**config.mk**
```make
export PLATFORM = sky130hd
export DESIGN_NAME = fsm_timer_mealy
export DESIGN_NICKNAME = d
export VERILOG_FILES = /design/src/rtl/fsm_timer_mealy.sv
export SDC_FILE = /design/constraint.sdc
export NUM_CORES = 1
export LEC_CHECK = 0
export ABC_AREA = 1
export CAP_MARGIN = 20
export CORE_MARGIN = 2
export CORE_UTILIZATION = 45
export CTS_BUF_LIST = sky130_fd_sc_hd__clkbuf_8
export CTS_CLUSTER_DIAMETER = 60
export CTS_CLUSTER_SIZE = 16
export DETAILED_ROUTE_END_ITERATION = 10
export GPL_TIMING_DRIVEN = 0
export PLACE_DENSITY = 0.85
export RECOVER_POWER = 50
export SKIP_LAST_GASP = 1
export SLEW_MARGIN = 20
export SYNTH_ARGS = -nofsm -noshare
export SYNTH_HDL_FRONTEND = slang
export SYNTH_SLANG_ARGS = --single-unit
```
**constraint.sdc**
```tcl
create_clock -name clk -period 1.2 [get_ports clk]
set_clock_uncertainty 0.05 [all_clocks]
set_input_delay 0.24 -clock clk [delete_from_list [all_inputs] [get_ports clk]]
set_output_delay 0.24 -clock clk [all_outputs]
set_load 0.1 [all_outputs]
```
**src/rtl/fsm_timer_mealy.sv**
```systemverilog
// Loadable cycle timer with hold/abort control and a Mealy terminal pulse.
// One-shot mode returns to IDLE after the terminal cycle; auto-restart mode
// wraps the counter to zero and keeps running with the captured settings.
module fsm_timer_mealy #(
  parameter int unsigned WIDTH = 8
) (
  input  logic             clk,
  input  logic             rst_n,
  input  logic             go,
  input  logic [WIDTH-1:0] load,
  input  logic             mode,
  input  logic             hold,
  input  logic             abort,
  output logic             done,
  output logic             busy,
  output logic [WIDTH-1:0] count
);

  typedef enum logic [1:0] {
    IDLE  = 2'b00,
    RUN   = 2'b01,
    PAUSE = 2'b10
  } state_t;

  state_t           state_q, state_d;
  logic [WIDTH-1:0] count_d;
  logic [WIDTH-1:0] term_q, term_d;
  logic             mode_q, mode_d;
  logic             at_term;

  // Terminal compare is an equality test, so a full-scale term never overflows.
  assign at_term = (count == term_q);

  // Mealy terminal pulse: suppressed by hold or abort in the same cycle.
  assign done = (state_q == RUN) && at_term && !hold && !abort;

  // Busy is a direct decode of the state register.
  assign busy = (state_q != IDLE);

  // State, counter and captured run settings.
  always_ff @(posedge clk or negedge rst_n) begin
    if (!rst_n) begin
      state_q <= IDLE;
      count   <= '0;
      term_q  <= '0;
      mode_q  <= 1'b0;
    end else begin
      state_q <= state_d;
      count   <= count_d;
      term_q  <= term_d;
      mode_q  <= mode_d;
    end
  end

  // Next-state and counter update; abort outranks every other input.
  always_comb begin
    state_d = state_q;
    count_d = count;
    term_d  = term_q;
    mode_d  = mode_q;
    unique case (state_q)
      IDLE: begin
        count_d = '0;
        if (go && !abort) begin
          term_d  = load;
          mode_d  = mode;
          state_d = RUN;
        end
      end
      RUN: begin
        if (abort) begin
          state_d = IDLE;
          count_d = '0;
        end else if (hold) begin
          state_d = PAUSE;
        end else if (at_term) begin
          count_d = '0;
          state_d = mode_q ? RUN : IDLE;
        end else begin
          count_d = count + WIDTH'(1);
        end
      end
      PAUSE: begin
        if (abort) begin
          state_d = IDLE;
          count_d = '0;
        end else if (!hold) begin
          state_d = RUN;
        end
      end
      default: begin
        // Unused encoding: fall back to a clean idle.
        state_d = IDLE;
        count_d = '0;
      end
    endcase
  end

endmodule

```
After elaboration in Yosys (flattened, before gate mapping). Index checks and enable logic that the tools add are counted.

Add/subtract/negate cells: 1. Eq/ne operators: 8. Muxes and demuxes: 13. Reductions and logical operators: 11.

Operators by type and width (count): 8-bit 2-to-1 mux (4); 8-bit one-hot mux with 2 select lines (1); 2-bit 2-to-1 mux (6); 8-bit by 1-bit adder with 8-bit output (second input constant) (1); 8-bit == test (1); 3-bit != test (second input constant) (2); 2-bit one-hot mux with 3 select lines (1); 1-bit logical AND (4); 2-bit != test (second input constant) (2); 4-bit != test (second input constant) (1); 2-bit AND reduction (2); 3-bit AND reduction (1); 2-bit by 1-bit == test with 1-bit output (second input constant) (1); 2-bit == test (second input constant) (1); 1-bit logical NOT (2); 2-bit logical NOT (1); 2-bit nonzero test (1); 1-bit 2-to-1 mux (1).

Flip-flop bits (word level): 19. Input port bits: 14. Word-level logic and storage cells: 37.

Longest topological paths before layout.
Word-level depth: 5. Gate-level depth with buffers: 8. Depth with buffers taken out: 8.

Least setup slack after synthesis. OpenSTA, ideal clock, no wires.

Path type: flip-flop to output port. From: register count[4]. To: output port done. Arrival: 2670 ps. Setup slack: -1760 ps. Cell stages (with the launch flop): 6. Buffers on the path: 0. Cell sequence: dfrtp_1 xnor2_1 nand2_1 nor2_1 nand2_1 nor2_1.

Cells in the longest elaborated chain, start to end: 4.

Ends and longest elaborated chain: start, declared (RTL line 16) `output logic [WIDTH-1:0] count`; start signal, assigned (RTL line 49) `count <= count_d;`; 8-bit == test (RTL line 32) `assign at_term = (count == term_q);`; 1-bit logical AND (3 in a row) (RTL line 35) `assign done = (state_q == RUN) && at_term && !hold && !abort;`; end, declared (RTL line 14) `output logic done,`.

No other way between the ends.

Worst setup path in the final report.
From: register count[1]. To: output port done.

The elaborated chain is that of the path after synthesis.

==> results.md <==
* CTS clk-pin slew, worst paths at 0.07 ns
* Via count at 1,083
* Critical Path End Type: output pin
* Core Box Area at 2255 µm²
* Period minus WS final at 1.796 ns
* Slew Viols, Final at 0
* Failing checks: negative setup slack
* Share of cells above drive strength 1 at 39.78%
* Synth cell types at 22
* FF-to-FF End: count[6]$_DFFE_PN0P_
* Chip height at 53.27 µm
* Starting Density at 48.45%
* Most frequent cells in the layout: nand2_1 (40), inv_1 (15), buf_4 (14)
* Sequential standard cell area at 506.7 µm²
* # rows at 17
* Area of the multi-input gates at 616.8 µm²
* Max incr delay on CP at 0.50 ns
* DR WL/cell at 14.06 µm
* Top Ports at 24
* # DRC at 0
* TritonCTS clock tree: built
* CTS Root Buffer Type: clkbuf_8
* Critical Path Slowest Stage Cell: dfrtp_4
* Die area at 2837 µm²
* Synth Cell Area at 1092 µm²
* Leak at 0.7903 nW
* H-tree Lvls at 1
* Placed Cells at 192
* Post-route ant nets at 0
* Pwr Density at 1425 nW/µm²
* Buf/Inv on CP at 2
* Delay-heaviest family, CP: flip-flops
* Status: finished, violations left
* Fin crit share at 149.6%
* Vias per inst at 5.061
* Syn Nets at 156
* GRT Util Overall at 24.88%
* Post-synthesis sequential area ratio at 43.53%
* Commonest non-fill, non-tap cell in the layout: nand2_1
* Fin Hold WS at 0.08219 ns
* First-pass DRT Iterations at 4
* RSZ-0062 raised after global routing: true
* Critical Path AT at 1.51 ns
* DR iter-0 viols at 26
* CP startpoint kind: register
* Pre-CTS setup slack at -1.313 ns
* Crit-path cells: inv_2 > nand2_1 > nand2_1 > nand2_1 > nor2_1 > nand2_2 > nor2_4 > buf_12
* Layout area overhead at 61.51%
* Inserted Clock Buffers at 3
* Hold WC Path Type: primary input to async pin
* Synth Area per Inst at 7.747 µm²
* Worst vdd ir at 0.001679 V
* Final wirelength at 3008 µm
* ANT cells at 0
* Post-Layout Inst Area at 1764 µm²
* Final net count at 202
* Worst R2R Setup Slack at -0.25 ns
* Clock Path Buffers at 2
* Number of global-route vias before repair at 1,141
* Finished Layout Cells at 214
* Fill cells at 139
* Setup CP Type: register to output pin
* Hold buffer count at CTS at 0
* Placed inst area at 1416 µm²
* Clk_lat worst skew at 0.26 ns
* Worst rel slew slack at 31.21%
* Final HPWL DP at 1893 µm
* Yosys reg bits at 19
* CTS sink cnt at 19
* Antenna violations before repair at 0
* CP max FO at 4
* Fin worst setup slack at -0.5955 ns
* Yosys warns at 0
* Number of I/O port buffers at 23
* CP required at 0.91 ns
* Worst reg2reg path depth at 7
* Largest net degree at the start of global routing at 20
* Number of max-cap violations at 0
* Transition time of the tightest slew-check pin at 1.032 ns
* Setup Viol. Count Final at 28
* Final Hold Fails at 0
* Critical R2R Launch: count[0]$_DFFE_PN0P_
* Cells after Synth at 141
* Die extent in x at 53.27 µm
* Fmax achieved at 556.9 MHz
* Final GP Congestion at 0.8981
* Most frequent cell on the critical path: nand2_1
* First-pass GRT wire length at 4981 µm
* Gr ovfl total at 0
-- per-stage QoR --
| stage | power [mW] | setup TNS, ns | util, % |
|---|---|---|---|
| 3_5_place_dp | 1.951 | -19.67 | 62.82 |
| 5_1_grt | 2.670 | -6.451 | 78.25 |
| 4_1_cts | 2.505 | -4.606 | 77.08 |
| 2_1_floorplan | 1.686 | -2.728 | - |
| 6_report | 2.513 | -4.859 | 78.25 |
| 3_3_place_gp | 1.882 | -18.24 | 62.82 |
-- kinds of logic after synthesis --
group | after synthesis | synth area share, %
buffers and inverters | 23 | 8.705
multiplexers | 4 | 4.123
XOR/XNOR | 5 | 4.010
flip-flops | 19 | 43.53
AND/OR/NAND/NOR | 72 | 30.70
adder cells (fa/ha/maj) | 1 | 1.145
AO/OA/AOI/OAI | 17 | 7.789
-- report_power, final --
| part | switching [mW] | total [mW] | leakage, nW | internal, mW |
|---|---|---|---|---|
| Clock | 0.216 | 0.444 | 0.0269 | 0.228 |
| Combinational | 0.666 | 1.08 | 0.542 | 0.415 |
| Sequential | 0.162 | 0.989 | 0.222 | 0.827 |
| Total | 1.04 | 2.51 | 0.790 | 1.47 |
-- worst reg2reg max path: cells and delay by family (launching register included) --
kind | cells | cell delay, ns
adders and majority gates | 1 | 0.18
and+or+nand+nor | 3 | 0.17
AOI/OAI and AO/OA | 1 | 0.11
DFF | 1 | 0.49
buffers and inverters | 1 | 0.17
xor gates and xnor gates | 1 | 0.16
-- routing by layer --
metal	wire [µm]	vias up	global-route usage [%]
met3	130	4	4.237
met4	37	0	10.68
li1	-	531	-
met5	0	-	0
met2	1662	36	47.53
met1	1178	512	26.08
-- how the worst max path moves through the flow --
stage,from,cells past startpoint,slack (ns),end
2_1_floorplan,count[4]$_DFFE_PN0P_,5,-0.65,done
3_3_place_gp,count[4]$_DFFE_PN0P_,6,-1.32,done
3_5_place_dp,count[4]$_DFFE_PN0P_,6,-1.31,done
4_1_cts,count[5]$_DFFE_PN0P_,8,-0.57,done
5_1_grt,count[5]$_DFFE_PN0P_,8,-0.67,done
6_report,count[1]$_DFFE_PN0P_,8,-0.60,done
-- registers in the layout, indices dropped and copies added, names as in the netlist --
signal and cells:
mode_q 1, count 8, state_q 2, term_q 8
-- what timing repair did --
item	4_1_cts	5_1_grt
resized for setup	107	5
cloned	0	0
setup endpoints to repair	36	28
pin swaps	8	7
setup buffers	16	4
-- cells in the mapped netlist --
master | instances | area share, %
nor3_1 | 2 | 0.92
inv_1 | 18 | 6.2
dfrtp_1 | 19 | 44
mux2_1 | 2 | 2.1
o21ai_1 | 4 | 1.8
xnor2_1 | 3 | 2.4
inv_2 | 3 | 1.0
o21ai_0 | 2 | 0.92
nor2_4 | 2 | 2.1
nand3_2 | 4 | 3.7
nor2_1 | 10 | 3.4
nand2_2 | 2 | 1.1
nor2_2 | 2 | 1.1
xor2_1 | 2 | 1.6
buf_2 | 1 | 0.46
a21oi_1 | 11 | 5.0
nand3_1 | 5 | 2.3
nor3_2 | 1 | 0.92
buf_6 | 1 | 1.0
nand2_1 | 44 | 15
ha_1 | 1 | 1.1
mux2_2 | 2 | 2.1
-- final cells by class --
| type | instances | area share, % |
|---|---|---|
| clock inverter | 1 | 0.2128 |
| tap | 28 | 1.986 |
| buffer | 2 | 1.064 |
| inverter | 21 | 4.681 |
| timing repair buffer | 41 | 26.03 |
| clock buffer | 3 | 2.340 |
| sequential | 19 | 28.72 |
| multi-input combinational | 99 | 34.96 |
(Power assumes the default switching activity.)
